<file path="config.mk">
export PLATFORM = sky130hd
export DESIGN_NAME = fifo_instr_reader_flat
export DESIGN_NICKNAME = d
export VERILOG_FILES = /design/src/rtl/decomp_pkg.sv /design/src/rtl/fifo_instr_reader_if.sv /design/src/rtl/hw_align_buf.sv /design/src/rtl/fifo_instr_reader.sv /design/src/flat_wrapper.sv
export SDC_FILE = /design/constraint.sdc
export NUM_CORES = 1
export LEC_CHECK = 0
export ABC_AREA = 1
export BUFFER_PORTS_ARGS = -buffer_cell sky130_fd_sc_hd__buf_2
export CAP_MARGIN = 25
export CORE_ASPECT_RATIO = 1.5
export CORE_UTILIZATION = 26
export CTS_CLUSTER_SIZE = 8
export DETAILED_ROUTE_END_ITERATION = 6
export PLACE_DENSITY = 0.47
export SLEW_MARGIN = 20
export SYNTH_ARGS = -nofsm -noshare
export SYNTH_HDL_FRONTEND = slang
export SYNTH_HIERARCHICAL = 1
export SYNTH_SLANG_ARGS = --single-unit
</file>
<file path="constraint.sdc">
create_clock -name clk -period 2.9 [get_ports clk]
set_input_delay 0.29 -clock clk [delete_from_list [all_inputs] [get_ports clk]]
set_output_delay 0.29 -clock clk [all_outputs]
set_load 0.005 [all_outputs]
</file>
<file path="src/rtl/decomp_pkg.sv">
// Shared types and helpers for the decompressor front end.
// Provides halfword/word widths, the instruction bundle type and the RVC length test.
package decomp_pkg;

    localparam int HW_W   = 16;
    localparam int WORD_W = 32;

    typedef struct packed {
        logic [WORD_W-1:0] bits;
        logic              is_c;
    } instr_t;

    // RVC encodings use any low-bit pair other than 2'b11.
    function automatic bit is_compressed(logic [HW_W-1:0] hw);
        return hw[1:0] != 2'b11;
    endfunction

endpackage

</file>
<file path="src/rtl/fifo_instr_reader_if.sv">
// Bus between the instruction FIFO, this reader and the decompressor.
// master: reader side (drives fifo_RD and instr_*); slave: FIFO/decompressor side.
interface fifo_instr_reader_if;
    import decomp_pkg::*;

    logic              EN;
    logic              flush;
    logic              fifo_EMPTY;
    logic [WORD_W-1:0] fifo_dataOut;
    logic              fifo_RD;
    logic [WORD_W-1:0] instr_out;
    logic              instr_is_c;
    logic              instr_valid;
    logic              instr_ready;

    modport master (
        input  EN,
        input  flush,
        input  fifo_EMPTY,
        input  fifo_dataOut,
        output fifo_RD,
        output instr_out,
        output instr_is_c,
        output instr_valid,
        input  instr_ready
    );

    modport slave (
        output EN,
        output flush,
        output fifo_EMPTY,
        output fifo_dataOut,
        input  fifo_RD,
        input  instr_out,
        input  instr_is_c,
        input  instr_valid,
        output instr_ready
    );

endinterface

</file>
<file path="src/rtl/hw_align_buf.sv">
// Four-halfword realignment buffer: shift out 0/1/2 consumed halfwords, then append a word.
// Ports: clk, rst, flush_i, consume_i (0..2), append_i, data_i -> hw0_o, hw1_o, count_o, count_after_o.
module hw_align_buf
    import decomp_pkg::*;
(
    input  logic              clk,
    input  logic              rst,
    input  logic              flush_i,
    input  logic [1:0]        consume_i,
    input  logic              append_i,
    input  logic [WORD_W-1:0] data_i,
    output logic [HW_W-1:0]   hw0_o,
    output logic [HW_W-1:0]   hw1_o,
    output logic [2:0]        count_o,
    output logic [2:0]        count_after_o
);

    // hw[i] lives at buf_q[16*i +: 16]; hw[0] is the oldest halfword.
    logic [4*HW_W-1:0] buf_q;
    logic [4*HW_W-1:0] buf_d;
    logic [2:0]        count_q;
    logic [2:0]        count_d;

    logic [4*HW_W-1:0] shifted;
    logic [4*HW_W-1:0] incoming;

    assign hw0_o   = buf_q[HW_W-1:0];
    assign hw1_o   = buf_q[2*HW_W-1:HW_W];
    assign count_o = count_q;

    // Slots at or above count are kept zero, so the append can be OR-ed in.
    always_comb begin
        count_after_o = count_q - {1'b0, consume_i};
        shifted       = buf_q >> {consume_i, 4'b0000};
        incoming      = '0;
        if (append_i) begin
            incoming = {{WORD_W{1'b0}}, data_i} << {count_after_o, 4'b0000};
        end
        buf_d   = shifted | incoming;
        count_d = count_after_o + (append_i ? 3'd2 : 3'd0);
        if (flush_i) begin
            buf_d   = '0;
            count_d = '0;
        end
    end

    always_ff @(posedge clk or posedge rst) begin
        if (rst) begin
            buf_q   <= '0;
            count_q <= '0;
        end else begin
            buf_q   <= buf_d;
            count_q <= count_d;
        end
    end

endmodule

</file>
<file path="src/rtl/fifo_instr_reader.sv">
// Read-side controller of the decompressor instruction FIFO: issues reads, realigns halfwords,
// and hands whole instructions out on a valid/ready handshake. Ports: clk, Rst, bus (master).
module fifo_instr_reader
    import decomp_pkg::*;
#(
    parameter int WIDTH  = 32,
    parameter int BUF_HW = 4
) (
    input logic                 clk,
    input logic                 Rst,
    fifo_instr_reader_if.master bus
);

    if (WIDTH != WORD_W) begin : g_bad_width
        $error("fifo_instr_reader: WIDTH must be 32");
    end
    if (BUF_HW != 4) begin : g_bad_depth
        $error("fifo_instr_reader: BUF_HW must be 4");
    end

    logic              pending_q;
    logic              pending_d;
    logic [HW_W-1:0]   hw0;
    logic [HW_W-1:0]   hw1;
    logic [2:0]        count;
    logic [2:0]        count_after;
    logic [1:0]        consume;
    logic              append;
    logic              xfer;
    logic              head_c;
    logic              valid;
    instr_t            instr;

    hw_align_buf u_buf (
        .clk           (clk),
        .rst           (Rst),
        .flush_i       (bus.flush),
        .consume_i     (consume),
        .append_i      (append),
        .data_i        (bus.fifo_dataOut),
        .hw0_o         (hw0),
        .hw1_o         (hw1),
        .count_o       (count),
        .count_after_o (count_after)
    );

    always_comb begin
        head_c     = is_compressed(hw0);
        valid      = (count >= 3'd1 && head_c) || (count >= 3'd2);
        instr.bits = head_c ? {{HW_W{1'b0}}, hw0} : {hw1, hw0};
        instr.is_c = head_c && (count != 3'd0);
    end

    // flush outranks both the handshake and the returning read word.
    always_comb begin
        xfer    = valid && bus.instr_ready && bus.EN && !bus.flush;
        consume = 2'd0;
        if (xfer) begin
            consume = head_c ? 2'd1 : 2'd2;
        end
        append = pending_q && !bus.flush;
    end

    // Reserve room for a whole word after this cycle's consume; one read in flight at most.
    always_comb begin
        bus.fifo_RD = !Rst && bus.EN && !bus.flush && !bus.fifo_EMPTY
                      && !pending_q && (count_after <= 3'd2);
        pending_d   = bus.fifo_RD;
    end

    always_ff @(posedge clk or posedge Rst) begin
        if (Rst) begin
            pending_q <= 1'b0;
        end else begin
            pending_q <= pending_d;
        end
    end

    assign bus.instr_out   = instr.bits;
    assign bus.instr_is_c  = instr.is_c;
    assign bus.instr_valid = valid;

endmodule

</file>
<file path="src/flat_wrapper.sv">
// flat-port wrapper written by rule: the top's interface ports become plain ports
module fifo_instr_reader_flat import decomp_pkg::*;
#(
    parameter int WIDTH  = 32,
    parameter int BUF_HW = 4
)
  (clk, Rst, bus_EN, bus_flush, bus_fifo_EMPTY, bus_fifo_dataOut, bus_fifo_RD, bus_instr_out, bus_instr_is_c, bus_instr_valid, bus_instr_ready);
  fifo_instr_reader_if bus_i ();
  input logic clk;
  input logic Rst;
  input wire logic [$bits(bus_i.EN)-1:0] bus_EN;
  input wire logic [$bits(bus_i.flush)-1:0] bus_flush;
  input wire logic [$bits(bus_i.fifo_EMPTY)-1:0] bus_fifo_EMPTY;
  input wire logic [$bits(bus_i.fifo_dataOut)-1:0] bus_fifo_dataOut;
  output wire logic [$bits(bus_i.fifo_RD)-1:0] bus_fifo_RD;
  output wire logic [$bits(bus_i.instr_out)-1:0] bus_instr_out;
  output wire logic [$bits(bus_i.instr_is_c)-1:0] bus_instr_is_c;
  output wire logic [$bits(bus_i.instr_valid)-1:0] bus_instr_valid;
  input wire logic [$bits(bus_i.instr_ready)-1:0] bus_instr_ready;
  assign bus_i.EN = bus_EN;
  assign bus_i.flush = bus_flush;
  assign bus_i.fifo_EMPTY = bus_fifo_EMPTY;
  assign bus_i.fifo_dataOut = bus_fifo_dataOut;
  assign bus_fifo_RD = bus_i.fifo_RD;
  assign bus_instr_out = bus_i.instr_out;
  assign bus_instr_is_c = bus_i.instr_is_c;
  assign bus_instr_valid = bus_i.instr_valid;
  assign bus_i.instr_ready = bus_instr_ready;
  fifo_instr_reader #(.WIDTH(WIDTH), .BUF_HW(BUF_HW)) u_core (.clk(clk), .Rst(Rst), .bus(bus_i));
endmodule
</file>
==> impl_metrics.prom <==
# TYPE chip_impl_metric gauge
chip_impl_info{name="outcome",value="finished, violations left"} 1
chip_impl_info{name="violated_checks",value="design-rule violations"} 1
chip_impl_metric{name="drc_errors",unit=""} 5
chip_impl_metric{name="buffer_ports.inserted",unit=""} 72
chip_impl_metric{name="number_of_enable_type_register_cells_in_the_synthesized_netlist",unit=""} 0
chip_impl_info{name="critical_path_class",value="reg2out"} 1
chip_impl_info{name="tritoncts",value="yes"} 1
chip_impl_info{name="critical_path.startpoint_type",value="flip-flop"} 1
chip_impl_metric{name="detail_route.iter0.violations",unit=""} 287
chip_impl_metric{name="clkPwrFrac",unit="%"} 50.5
chip_impl_metric{name="timing.slew.headroom",unit="%"} 46.5
chip_impl_metric{name="finalWirelength",unit="um"} 14700
chip_impl_metric{name="diodes",unit=""} 0
chip_impl_info{name="layout.cells.most_common",value="sky130_fd_sc_hd__nand2_1"} 1
chip_impl_metric{name="clk_transition_reported_paths",unit="ns"} 0.06
chip_impl_metric{name="crit_path_max_fanout",unit=""} 5
chip_impl_metric{name="groute.usage.overall",unit="%"} 16.4
chip_impl_info{name="grt_busiest_layer",value="met2"} 1
chip_impl_metric{name="nets",unit=""} 786
chip_impl_metric{name="tritoncts_num_sinks",unit=""} 68
chip_impl_info{name="yosys.area.top_type",value="sky130_fd_sc_hd__dfrtp_1"} 1
chip_impl_metric{name="power_leakage",unit="nW"} 2.45
chip_impl_info{name="ctsRootBufferMaster",value="sky130_fd_sc_hd__clkbuf_16"} 1
chip_impl_metric{name="grt_antenna_before_repair",unit=""} 0
chip_impl_metric{name="place.gp.congestion",unit=""} 0.783
chip_impl_info{name="synth.top_cells.by_area",value="sky130_fd_sc_hd__dfrtp_1 (36%), sky130_fd_sc_hd__nand2_1 (23%), sky130_fd_sc_hd__nand3_1 (11%), sky130_fd_sc_hd__buf_4 (7.2%), sky130_fd_sc_hd__a21oi_1 (6.9%)"} 1
chip_impl_info{name="critPathTopFamily",value="adder cells"} 1
chip_impl_metric{name="worst-endpoint-arrival",unit="ns"} 2.39
chip_impl_metric{name="initial_utilization",unit="%"} 26.8
chip_impl_metric{name="drtAntennaViolNets",unit=""} 0
chip_impl_metric{name="power.internal",unit="W"} 0.00177
chip_impl_metric{name="peakVddDrop",unit="V"} 0.000219
chip_impl_metric{name="setup-violations-final",unit=""} 0
chip_impl_metric{name="number_of_h_tree_levels",unit=""} 3
chip_impl_metric{name="netlist.area_leader.share",unit="%"} 36.3
chip_impl_metric{name="drt-vias-per-instance",unit=""} 4.69
chip_impl_info{name="critical_path.cell_chain",value="nor2_1 > nand2_1 > nand2_2 > nor2_4 > ha_1 > fa_2 > inv_1 > nand2_1 > nand3_1 > nor2_1 > buf_2"} 1
chip_impl_metric{name="die-height",unit="um"} 166
chip_impl_metric{name="num_io_pins",unit=""} 73
chip_impl_metric{name="grt_pass1_vias",unit=""} 4431
chip_impl_metric{name="minimum_period_implied_by_the_final_worst_setup_slack",unit="ns"} 2.68
chip_impl_metric{name="synth.lib_cells_used.distinct",unit=""} 21
chip_impl_metric{name="worstSkewPairLatency",unit="ns"} 0.34
chip_impl_metric{name="share_seq_of_total_power",unit="%"} 41.1
chip_impl_info{name="worst_hold_path_type",value="in2reg"} 1
chip_impl_metric{name="grt_first_pass_wirelength",unit="um"} 24100
chip_impl_metric{name="power_per_cell_area",unit="nW/um2"} 438
chip_impl_metric{name="grt_use_met3",unit="%"} 3.54
chip_impl_metric{name="worst-path-buf-inv",unit=""} 2
chip_impl_info{name="most_frequent_cells_in_the_layout",value="sky130_fd_sc_hd__nand2_1 (284), sky130_fd_sc_hd__nand3_1 (99), sky130_fd_sc_hd__buf_2 (72)"} 1
chip_impl_metric{name="fmax",unit="MHz"} 373
chip_impl_metric{name="worst_path_largest_cell_delay",unit="ns"} 0.60
chip_impl_metric{name="slew_viol_final",unit=""} 0
chip_impl_metric{name="postLayoutCoreUtil",unit="%"} 30.5
chip_impl_metric{name="dr.pass1.iters",unit=""} 7
chip_impl_metric{name="syn_avg_cell_area",unit="um2"} 6.46
chip_impl_info{name="worst_path_max_delay_cell",value="sky130_fd_sc_hd__fa_2"} 1
chip_impl_metric{name="post_route_cells_drive_above_1_share",unit="%"} 15.6
chip_impl_metric{name="share_of_the_clock_period_used_by_the_worst_path",unit="%"} 92.4
chip_impl_metric{name="power_switching_share",unit="%"} 24.3
chip_impl_metric{name="rows",unit=""} 59
chip_impl_metric{name="ys_ff_latch",unit=""} 68
chip_impl_metric{name="switchingPower",unit="W"} 0.000570
chip_impl_metric{name="gr-usage-met2",unit="%"} 25.7
chip_impl_metric{name="worst_slew_pin_slew",unit="ns"} 0.803
chip_impl_metric{name="area_delta_synth_final",unit="%"} 14.0
chip_impl_metric{name="number_of_instances_in_the_synthesized_netlist",unit=""} 725
chip_impl_metric{name="global_route.overflow_total",unit=""} 0
chip_impl_metric{name="core-area",unit="um2"} 17500
chip_impl_metric{name="syn-cell-area",unit="um2"} 4680
chip_impl_metric{name="finalClockSkew",unit="ns"} 0.00814
chip_impl_metric{name="timing.final.hold_violations",unit=""} 0
chip_impl_metric{name="floorplan.die_area",unit="um2"} 18600
chip_impl_info{name="critical_path.reg2reg.startpoint",value="u_core/u_buf/count_o[2]$_DFF_PP0_"} 1
chip_impl_info{name="rsz_0062_raised_after_global_routing",value="no"} 1
chip_impl_metric{name="num_vias",unit=""} 4520
chip_impl_metric{name="maxCapViolCount",unit=""} 0
chip_impl_info{name="startpoint",value="u_core/u_buf/count_o[2]$_DFF_PP0_"} 1
chip_impl_metric{name="yosys_warnings",unit=""} 6
chip_impl_metric{name="required_time_of_the_critical_path",unit="ns"} 2.61
chip_impl_metric{name="fin_setup_tns",unit="ns"} 0
chip_impl_metric{name="groute.layer.met1.usage",unit="%"} 22.4
chip_impl_metric{name="cts_inserted_buffers",unit=""} 9
chip_impl_metric{name="total_nets_after_synthesis",unit=""} 765
chip_impl_metric{name="power.combinational.fraction",unit="%"} 8.4
chip_impl_info{name="synth_flop_cell",value="sky130_fd_sc_hd__dfrtp_1"} 1
chip_impl_metric{name="cts.path.max_buffers",unit=""} 2
chip_impl_metric{name="holdWs",unit="ns"} 0.222
chip_impl_metric{name="avgRoutedWirePerCell",unit="um"} 15.3
chip_impl_metric{name="synth-seq-area-share",unit="%"} 36.3
chip_impl_metric{name="chipWidth",unit="um"} 112
chip_impl_metric{name="grt_start_max_net_pins",unit=""} 69
chip_impl_metric{name="ys_async_sr_fraction",unit="%"} 100
chip_impl_info{name="hold_start",value="bus_EN"} 1
chip_impl_info{name="timing.critical_path.to_type",value="output pin"} 1
chip_impl_metric{name="detailed_place_hpwl",unit="um"} 9580
-- synth_stat cells, types with 2 or more instances --
master,n
sky130_fd_sc_hd__inv_1,27
sky130_fd_sc_hd__a21oi_1,65
sky130_fd_sc_hd__nor3_1,2
sky130_fd_sc_hd__buf_2,24
sky130_fd_sc_hd__nand3b_1,16
sky130_fd_sc_hd__nor2_1,71
sky130_fd_sc_hd__dfrtp_1,68
sky130_fd_sc_hd__inv_2,4
sky130_fd_sc_hd__nand3_1,99
sky130_fd_sc_hd__buf_4,45
sky130_fd_sc_hd__clkbuf_1,10
sky130_fd_sc_hd__nand2_1,285
-- worst min-delay path: stages --
cell and delay [ns]:
sky130_fd_sc_hd__buf_2 0.11, sky130_fd_sc_hd__nand3_1 0.07, sky130_fd_sc_hd__nor2_1 0.05
-- cell families after synthesis --
logic type      after synthesis  synth area share (%)
simple gates                476                  42.5
fa+ha+maj                     2                 0.694
compound gates               66                  7.05
buf+inv                     113                  13.5
flops                        68                  36.3
-- metal layers --
metal | part of all wire [%] | vias to the layer above
met4 | 1.7 | 0
met2 | 45 | 111
met1 | 48 | 2083
met5 | 0 | -
met3 | 4.4 | 15
li1 | - | 2311
-- flip-flops by register name, indices dropped and copies added (netlist names) --
signal	flops
u_core/pending_q	1
u_core/u_buf/buf_q	64
u_core/u_buf/count_o	3
-- power by group through the flow --
stage                     registers [W]  clock network, W  logic [W]
after floorplan                0.000977                 0   0.000121
after global placement         0.000979                 0   0.000201
after detailed placement       0.000979                 0   0.000199
after CTS                      0.000962           0.00121   0.000201
after global routing           0.000962           0.00126   0.000223
final                          0.000962           0.00118   0.000198
-- what timing repair did --
item | 4_1_cts | 5_1_grt
setup endpoints to repair | 1 | 1
pin swaps | 0 | 1
hold buffers | 1 | 0
buffers inserted | 0 | 1
gates resized for setup | 1 | 1
hold endpoints to repair | 1 | 0
gates cloned | 0 | 0
-- final timing paths --
path / slack (ns) / cells past startpoint / end
max: 0.22 / 11 / bus_fifo_RD
min: 0.22 / 3 / u_core/pending_q$_DFF_PP0_
max reg2reg: 0.38 / 13 / u_core/u_buf/buf_q[37]$_DFF_PP0_
min reg2reg: 0.53 / 3 / u_core/pending_q$_DFF_PP0_
max in group asynchronous: 1.61 / 4 / u_core/u_buf/buf_q[28]$_DFF_PP0_
min in group asynchronous: 0.36 / 3 / u_core/pending_q$_DFF_PP0_
-- metrics by stage --
stage | area, um2 | total power [W] | instances | setup slack, ns
floorplan | 4680 | 0.00110 | 725 | 0.519
global placement | 5000 | 0.00118 | 946 | 0.381
detailed placement | 5000 | 0.00118 | 946 | 0.312
CTS | 5330 | 0.00237 | 962 | 0.0635
global route | 5340 | 0.00244 | 963 | 0.0243
finish | 5340 | 0.00234 | 963 | 0.219
-- cell type report --
type	instances	area, um2
inverter	32	120
fill	1938	12200
sequential	68	1700
clock buffer	9	225
clock inverter	6	90.1
multi-input combinational	544	2370
timing repair buffer	91	568
tap	213	267
Power figures use the tool's default switching activity.
